<file path="config.mk">
export PLATFORM = sky130hd
export DESIGN_NAME = pixel_write_sequencer
export DESIGN_NICKNAME = d
export VERILOG_FILES = /design/src/rtl/pixel_write_sequencer_pkg.sv /design/src/rtl/pixel_write_sequencer_pulse_sync.sv /design/src/rtl/pixel_write_sequencer.sv
export SDC_FILE = /design/constraint.sdc
export NUM_CORES = 1
export LEC_CHECK = 0
export ABC_AREA = 1
export BUFFER_PORTS_ARGS = -buffer_cell sky130_fd_sc_hd__buf_4
export CAP_MARGIN = 20
export CORE_MARGIN = 2
export CORE_UTILIZATION = 50
export DETAILED_ROUTE_END_ITERATION = 8
export HOLD_SLACK_MARGIN = 0.05
export PLACE_DENSITY_LB_ADDON = 0.08
export SYNTH_ARGS = -nofsm -noshare
export SYNTH_HDL_FRONTEND = slang
export SYNTH_SLANG_ARGS = --single-unit
</file>
<file path="constraint.sdc">
create_clock -name clk -period 4 [get_ports clk]
set_input_delay 0.6 -clock clk [delete_from_list [all_inputs] [get_ports clk]]
set_output_delay 0.6 -clock clk [all_outputs]
set_load 0.01 [all_outputs]
</file>
<file path="src/rtl/pixel_write_sequencer_pkg.sv">
// Shared panel defaults, sequencer state encoding and framebuffer address-width helper
// for the HUB75 pixel write path.
package pixel_write_sequencer_pkg;

    localparam int DEF_BITS_PER_PIXEL = 32;
    localparam int DEF_PANEL_WIDTH    = 64;
    localparam int DEF_PANEL_HEIGHT   = 32;

    typedef enum logic [0:0] {
        ST_FILL      = 1'b0,
        ST_WAIT_SWAP = 1'b1
    } seq_state_e;

    // One bank-select bit above the {y,x} pixel index.
    function automatic int fb_addr_w(input int width, input int height);
        return 1 + $clog2(width * height);
    endfunction

endpackage

</file>
<file path="src/rtl/pixel_write_sequencer_pulse_sync.sv">
// pulse_sync: two-flop synchroniser plus rising-edge detector for slow strobes
// crossing from the spi_clk domain; emits a single-cycle pulse per rising edge.
module pulse_sync (
    input  logic clk,
    input  logic rst_n,
    input  logic async_in,
    output logic pulse_o
);

    logic [2:0] sync_q;
    logic [2:0] sync_d;

    always_comb begin
        sync_d = {sync_q[1:0], async_in};
    end

    always_ff @(posedge clk or negedge rst_n) begin
        if (!rst_n) begin
            sync_q <= 3'b000;
        end else begin
            sync_q <= sync_d;
        end
    end

    // sync_q[1] is the metastability-filtered level, sync_q[2] its previous value.
    assign pulse_o = sync_q[1] & ~sync_q[2];

endmodule

</file>
<file path="src/rtl/pixel_write_sequencer.sv">
// Bridges spi_slave pixel words into the double-buffered framebuffer and swaps banks at
// the scanner frame boundary. Optional statistics: define PIXEL_WRITE_SEQ_STATS_EN.
module pixel_write_sequencer
    import pixel_write_sequencer_pkg::*;
#(
    parameter int BITS_PER_PIXEL = DEF_BITS_PER_PIXEL,
    parameter int PANEL_WIDTH    = DEF_PANEL_WIDTH,
    parameter int PANEL_HEIGHT   = DEF_PANEL_HEIGHT,
    localparam int ADDR_W        = fb_addr_w(PANEL_WIDTH, PANEL_HEIGHT)
) (
    input  logic                      clk,
    input  logic                      reset_n,
    input  logic [BITS_PER_PIXEL-1:0] spi_data,
    input  logic                      spi_pixel_clk,
    input  logic                      resync,
    input  logic                      scan_frame_end,
    output logic                      fb_we,
    output logic [ADDR_W-1:0]         fb_waddr,
    output logic [BITS_PER_PIXEL-1:0] fb_wdata,
    output logic                      display_bank,
    output logic                      swap_pending,
    output logic                      overflow,
    output logic [15:0]               drop_count,
    output logic [15:0]               frame_count
);

    localparam int XW = $clog2(PANEL_WIDTH);
    localparam int YW = $clog2(PANEL_HEIGHT);
    localparam logic [XW-1:0] X_LAST = XW'(PANEL_WIDTH - 1);
    localparam logic [YW-1:0] Y_LAST = YW'(PANEL_HEIGHT - 1);

    logic                      word_evt_s;
    seq_state_e                state_q, state_d;
    logic [XW-1:0]             x_q, x_d;
    logic [YW-1:0]             y_q, y_d;
    logic                      fb_we_q, fb_we_d;
    logic [ADDR_W-1:0]         fb_waddr_q, fb_waddr_d;
    logic [BITS_PER_PIXEL-1:0] fb_wdata_q, fb_wdata_d;
    logic                      bank_q, bank_d;
    logic                      pend_q, pend_d;
    logic                      ovf_q, ovf_d;

    pulse_sync u_strobe_sync (
        .clk      (clk),
        .rst_n    (reset_n),
        .async_in (spi_pixel_clk),
        .pulse_o  (word_evt_s)
    );

    // Raster walk, write issue and bank hand-off; resync outranks any word event.
    always_comb begin
        state_d    = state_q;
        x_d        = x_q;
        y_d        = y_q;
        fb_we_d    = 1'b0;
        fb_waddr_d = fb_waddr_q;
        fb_wdata_d = fb_wdata_q;
        bank_d     = bank_q;
        pend_d     = pend_q;
        ovf_d      = ovf_q;

        if (resync) begin
            x_d = {XW{1'b0}};
            y_d = {YW{1'b0}};
        end else begin
            case (state_q)
                ST_FILL: begin
                    if (word_evt_s) begin
                        fb_we_d    = 1'b1;
                        fb_waddr_d = {~bank_q, y_q, x_q};
                        fb_wdata_d = spi_data;
                        if (x_q == X_LAST) begin
                            x_d = {XW{1'b0}};
                            if (y_q == Y_LAST) begin
                                y_d     = {YW{1'b0}};
                                pend_d  = 1'b1;
                                state_d = ST_WAIT_SWAP;
                            end else begin
                                y_d = y_q + YW'(1);
                            end
                        end else begin
                            x_d = x_q + XW'(1);
                        end
                    end else begin
                        fb_we_d = 1'b0;
                    end
                end
                ST_WAIT_SWAP: begin
                    if (word_evt_s) begin
                        ovf_d = 1'b1;
                    end else begin
                        ovf_d = ovf_q;
                    end
                end
                default: begin
                    state_d = ST_FILL;
                end
            endcase
        end

        // A swap only happens from a settled WAIT_SWAP, so a last-pixel write never swaps itself.
        if ((state_q == ST_WAIT_SWAP) && scan_frame_end) begin
            bank_d  = ~bank_q;
            pend_d  = 1'b0;
            state_d = ST_FILL;
        end else begin
            bank_d = bank_d;
        end
    end

    always_ff @(posedge clk or negedge reset_n) begin
        if (!reset_n) begin
            state_q    <= ST_FILL;
            x_q        <= {XW{1'b0}};
            y_q        <= {YW{1'b0}};
            fb_we_q    <= 1'b0;
            fb_waddr_q <= {ADDR_W{1'b0}};
            fb_wdata_q <= {BITS_PER_PIXEL{1'b0}};
            bank_q     <= 1'b0;
            pend_q     <= 1'b0;
            ovf_q      <= 1'b0;
        end else begin
            state_q    <= state_d;
            x_q        <= x_d;
            y_q        <= y_d;
            fb_we_q    <= fb_we_d;
            fb_waddr_q <= fb_waddr_d;
            fb_wdata_q <= fb_wdata_d;
            bank_q     <= bank_d;
            pend_q     <= pend_d;
            ovf_q      <= ovf_d;
        end
    end

`ifdef PIXEL_WRITE_SEQ_STATS_EN
    logic [15:0] drop_q, drop_d;
    logic [15:0] frame_q, frame_d;

    // Drops saturate so a long stall cannot alias to a small count; frames wrap.
    always_comb begin
        if (!resync && (state_q == ST_WAIT_SWAP) && word_evt_s && (drop_q != 16'hFFFF)) begin
            drop_d = drop_q + 16'd1;
        end else begin
            drop_d = drop_q;
        end
        if ((state_q == ST_WAIT_SWAP) && scan_frame_end) begin
            frame_d = frame_q + 16'd1;
        end else begin
            frame_d = frame_q;
        end
    end

    always_ff @(posedge clk or negedge reset_n) begin
        if (!reset_n) begin
            drop_q  <= 16'd0;
            frame_q <= 16'd0;
        end else begin
            drop_q  <= drop_d;
            frame_q <= frame_d;
        end
    end

    assign drop_count  = drop_q;
    assign frame_count = frame_q;
`else
    assign drop_count  = 16'd0;
    assign frame_count = 16'd0;
`endif

    assign fb_we        = fb_we_q;
    assign fb_waddr     = fb_waddr_q;
    assign fb_wdata     = fb_wdata_q;
    assign display_bank = bank_q;
    assign swap_pending = pend_q;
    assign overflow     = ovf_q;

endmodule

</file>
Yosys cells after proc, flatten, opt, wreduce, memory -nomap -nowiden
Index checks and enable logic that the tools add are counted.

Bits in registers: 63. Output and inout port bits: 80. Logic and storage cells: 57.

$add $sub $neg: 2. Mux-type cells: 24. Bitwise operators: 5. Eq/ne operators: 5. Reduce and logical (&&, ||, !) cells: 11.

Operators with widths (count): 5-bit 2-to-1 mux (5); 6-bit 2-to-1 mux (4); 1-bit 2-to-1 mux (15); 2-bit nonzero test (5); 3-bit AND reduction (3); 6-bit by 1-bit adder with 6-bit output, second input constant (1); 6-bit == test, second input constant (1); 5-bit by 1-bit adder with 5-bit output, second input constant (1); 5-bit == test, second input constant (1); 5-bit AND reduction (1); 2-bit by 1-bit inequality test with 1-bit output, second input constant (2); 1-bit NOT (4); 2-bit inequality test, second input constant (1); 2-bit AND reduction (1); 1-bit bitwise AND (1); 1-bit logical AND (1).

Logic depth before layout (Yosys ltp)
Depth after elaboration: 7. Depth in mapped cells: 9. Depth with buffers taken out: 9.

By module
From an unflattened synthesis, not the netlist that was laid out.

Cells, all modules: 322. Area, all modules: 2813.9 um2.

By module, submodules not included: pixel_write_sequencer (area an instance 2728.9 um2, cells each 317, seq. area each 1501.4 um2, times used 1); pulse_sync (area an instance 85.1 um2, cells each 5, seq. area each 75.1 um2, times used 1).

Least setup slack after synthesis
OpenSTA, ideal clock, no wires.

Path kind: reg2reg. From: register y_q[0]. To: register pend_q (netlist: swap_pending). Setup slack: 2.642 ns. Cell stages (with the launch flop): 9. Buffers on the path: 0. Arrival time: 1.274 ns. Cells stage by stage: dfrtp_1 > ha_1 > inv_1 > nor3_1 > ha_1 > inv_1 > nor2_1 > nand3_1 > a21boi_0.

Longest elaborated chain between the ends: 3.

Ends and longest elaborated chain: start: declaration (RTL line pixel_write_sequencer.sv:35) `logic [YW-1:0] y_q, y_d;`; start signal: assignment (RTL line pixel_write_sequencer.sv:115) `y_q <= {YW{1'b0}};`; start signal: assignment (RTL line pixel_write_sequencer.sv:125) `y_q <= y_d;`; 5-bit == test (RTL line pixel_write_sequencer.sv:74) `if (y_q == Y_LAST) begin`; 2-bit nonzero test (no line); 5-bit AND reduction (no line); end signal: assignment (RTL line pixel_write_sequencer.sv:130) `pend_q <= pend_d;`; end: declaration (RTL line pixel_write_sequencer.sv:40) `logic pend_q, pend_d;`.

Every way passes these cells. A chain may end at the register's enable or synchronous reset.

Worst setup path after layout
Same ends and word-level chain as after synthesis.

==> metrics.md <==
| Metric | Value |
|---|---|
| Worst clock skew | roughly 0.0072 ns |
| Leak pwr | around 2.0 nW |
| Design area | roughly 3500 µm² |
| Antenna cell count | 0 |
| Die width | slightly below 80 µm |
| Port Buffer Count | between 80 and 90 |
| YS warnings | 0 |
| Fin crit share | a little over two fifths |
| Hold Buf Count CTS | 0 |
| Finished Core Util | between 60 and 70% |
| Vias in the first global route | ~2100 |
| Post-DR vias/cell | approximately 4.6 |
| # DRC | 0 |
| Final hold vios | 0 |
| Slew of the pin with the lowest slew margin | slightly below 0.8 ns |
| Clock-pin slew on the worst setup and hold paths | approximately 0.06 ns |
| CTS H-tree depth | 3 |
| Worst slew margin | between 40 and 50% |
| Layout cells sized above 1 | around 25% |
| Fin crit period | between 1.5 and 2 ns |
| WL/cell | between 10 and 15 µm |
| Nets@finish | roughly 450 |
| Maxcap violations | 0 |
| CP Launch Type | flip-flop |
| First-pass GRT wire length | around 9500 µm |
| Cell Area, Placed | 3360 µm² |
| # IOs | about 120 |
| Post-Syn Instances | 326 |
| CP endpoint kind | flip-flop |
| Arr. time, crit path | ~1.9 ns |
| Worst VDD drop | ~0.25 mV |
| DRT iter0 DRCs | roughly 130 |
| RSZ-0062 raised after global routing | no |
| Detail Placement HPWL | ~4000 µm |
| Commonest non-fill, non-tap cell in the layout | nand2_1 |
| Crit Path Category | reg2reg |
| Initial antenna violation count | 0 |
| Critical path fanouts, max | 6 |
| TritonCTS clock tree | done |
| Setup TNS | 0 ns |
| Setup Fix Bufs, Post-CTS | 0 |
| Post-CTS Resized | 0 |
| Clk root buf | clkbuf_8 |
| Layout area overhead | 25.2% |
| # rows | 27 |
| Final WL | 5900 µm |
| Total GRT Usage | 19.7% |
| Seq/Total Area, Yosys | between 50% and 60% |
| CP required | 4.24 ns |
| CTS Buffer Depth | 2 |
| Total power | 0.00148 W |
| Die area | 6250 µm² |
| Syn Area/Cell | about 8.6 µm² |
| Post-synthesis cell type count | 22 |
| Final Max Slew Viols | 0 |
| Commonest cells after routing, fill and taps aside | 148 x nand2_1, 85 x buf_4, 63 x dfrtp_1 |
| Fmax | approximately 590 MHz |
| Total CTS buffers | 9 |
| DR pass1 iterations | 4 |
| Outcome | complete, no violations |
| Clk sinks | 63 |
| Worst skew pair latency | between 0.3 and 0.4 ns |
| Core area | roughly 5500 µm² |
| PD cells | between 400 and 500 nW/µm² |
| GPL Wtd Cong | 0.835 |
| Via Count | about 2200 |
| Final ANT Viol Nets | 0 |
| Initial Util | roughly 51% |
| Post-Synthesis Cell Area | roughly 2800 µm² |
| GRT overflow | 0 |
| Register bit total from synthesis | 63 |
| Die height | a little under 80 µm |
| Largest net degree at the start of global routing | 64 |
| Hold Crit Class | in2async |
| # setup viols final | 0 |
-- metal layers --
metal | vias to the layer above | routed length [µm] | GRT usage [%]
met5 | - | 0 | 0
met4 | 0 | 93 | 8.28
met3 | 9 | 415 | 5.57
met2 | 75 | 2730 | 31.2
met1 | 1045 | 2660 | 25.6
li1 | 1115 | - | -
-- power breakdown --
part	leakage [nW]	switching [W]	total, W	internal (W)
clock network	0.0854	0.000222	0.000474	0.000251
registers	0.817	0.0000367	0.000739	0.000703
logic	1.08	0.000137	0.000264	0.000127
-- cells in the mapped netlist (all sizes together) --
library cell    n  area, µm²
nand3          15       80.1
nor2           11       51.3
nand2         150        568
nor3            1       5.00
o21ai          14       70.1
o21bai          1       7.51
nand4           6       37.5
a21boi          1       7.51
buf            42        299
dfrtp          63       1580
inv            17       63.8
conb            1       3.75
ha              3       37.5
xnor2           1       8.76
-- sequential cells by signal, indices dropped and copies added, names as in the netlist, 3 cells and up --
register,flops
fb_wdata,32
fb_waddr,12
x_q,6
y_q,5
u_strobe_sync.sync_q,3
-- stage by stage --
stage,setup slack [ns],hold WS [ns],std cells
after floorplan,2.64,0.304,357
after global placement,2.29,0.348,472
after detailed placement,2.26,0.344,472
after CTS,2.30,0.359,486
after global routing,2.14,0.360,486
final,2.31,0.339,486
-- path summary, 6_finish.rpt --
path / startpoint / to / slack, ns / cells after the start
setup / recovery: y_q[0] / swap_pending / 2.31 / 8
hold / removal: reset_n / fb_wdata[22] / 0.34 / 1
setup reg to reg: y_q[0] / swap_pending / 2.31 / 8
hold reg to reg: u_strobe_sync.sync_q[0] / u_strobe_sync.sync_q[1] / 0.36 / 0
max in group asynchronous: reset_n / fb_wdata[29] / 3.13 / 1
min in group clk: u_strobe_sync.sync_q[0] / u_strobe_sync.sync_q[1] / 0.36 / 0
-- area by class of cell --
class	instances	area (µm²)
Tap cell	72	90.1
Timing Repair Buffer	85	638
Fill cell	494	1950
Clock buffer	13	159
Multi-Input combinational cell	235	993
Sequential cell	63	1580
Clock inverter	1	5.00
Inverter	17	63.8
-- cell families after synthesis --
group / after synthesis / share of synthesized area [%]
xor gates and xnor gates: 1 / 0.311
and+or+nand+nor: 183 / 26.3
buffers and inverters: 59 / 12.9
other: 1 / 0.133
AOI/OAI and AO/OA: 16 / 3.02
DFF: 63 / 56.0
adders and majority gates: 3 / 1.33
-- worst max-delay path, cell delays in order, from the launching register on --
cell	delay, ns
dfrtp_1	0.43
ha_1	0.21
inv_1	0.06
nor3_1	0.20
ha_1	0.26
inv_1	0.07
nor2_1	0.10
nand3_1	0.10
a21boi_0	0.19
(Power assumes the default switching activity.)
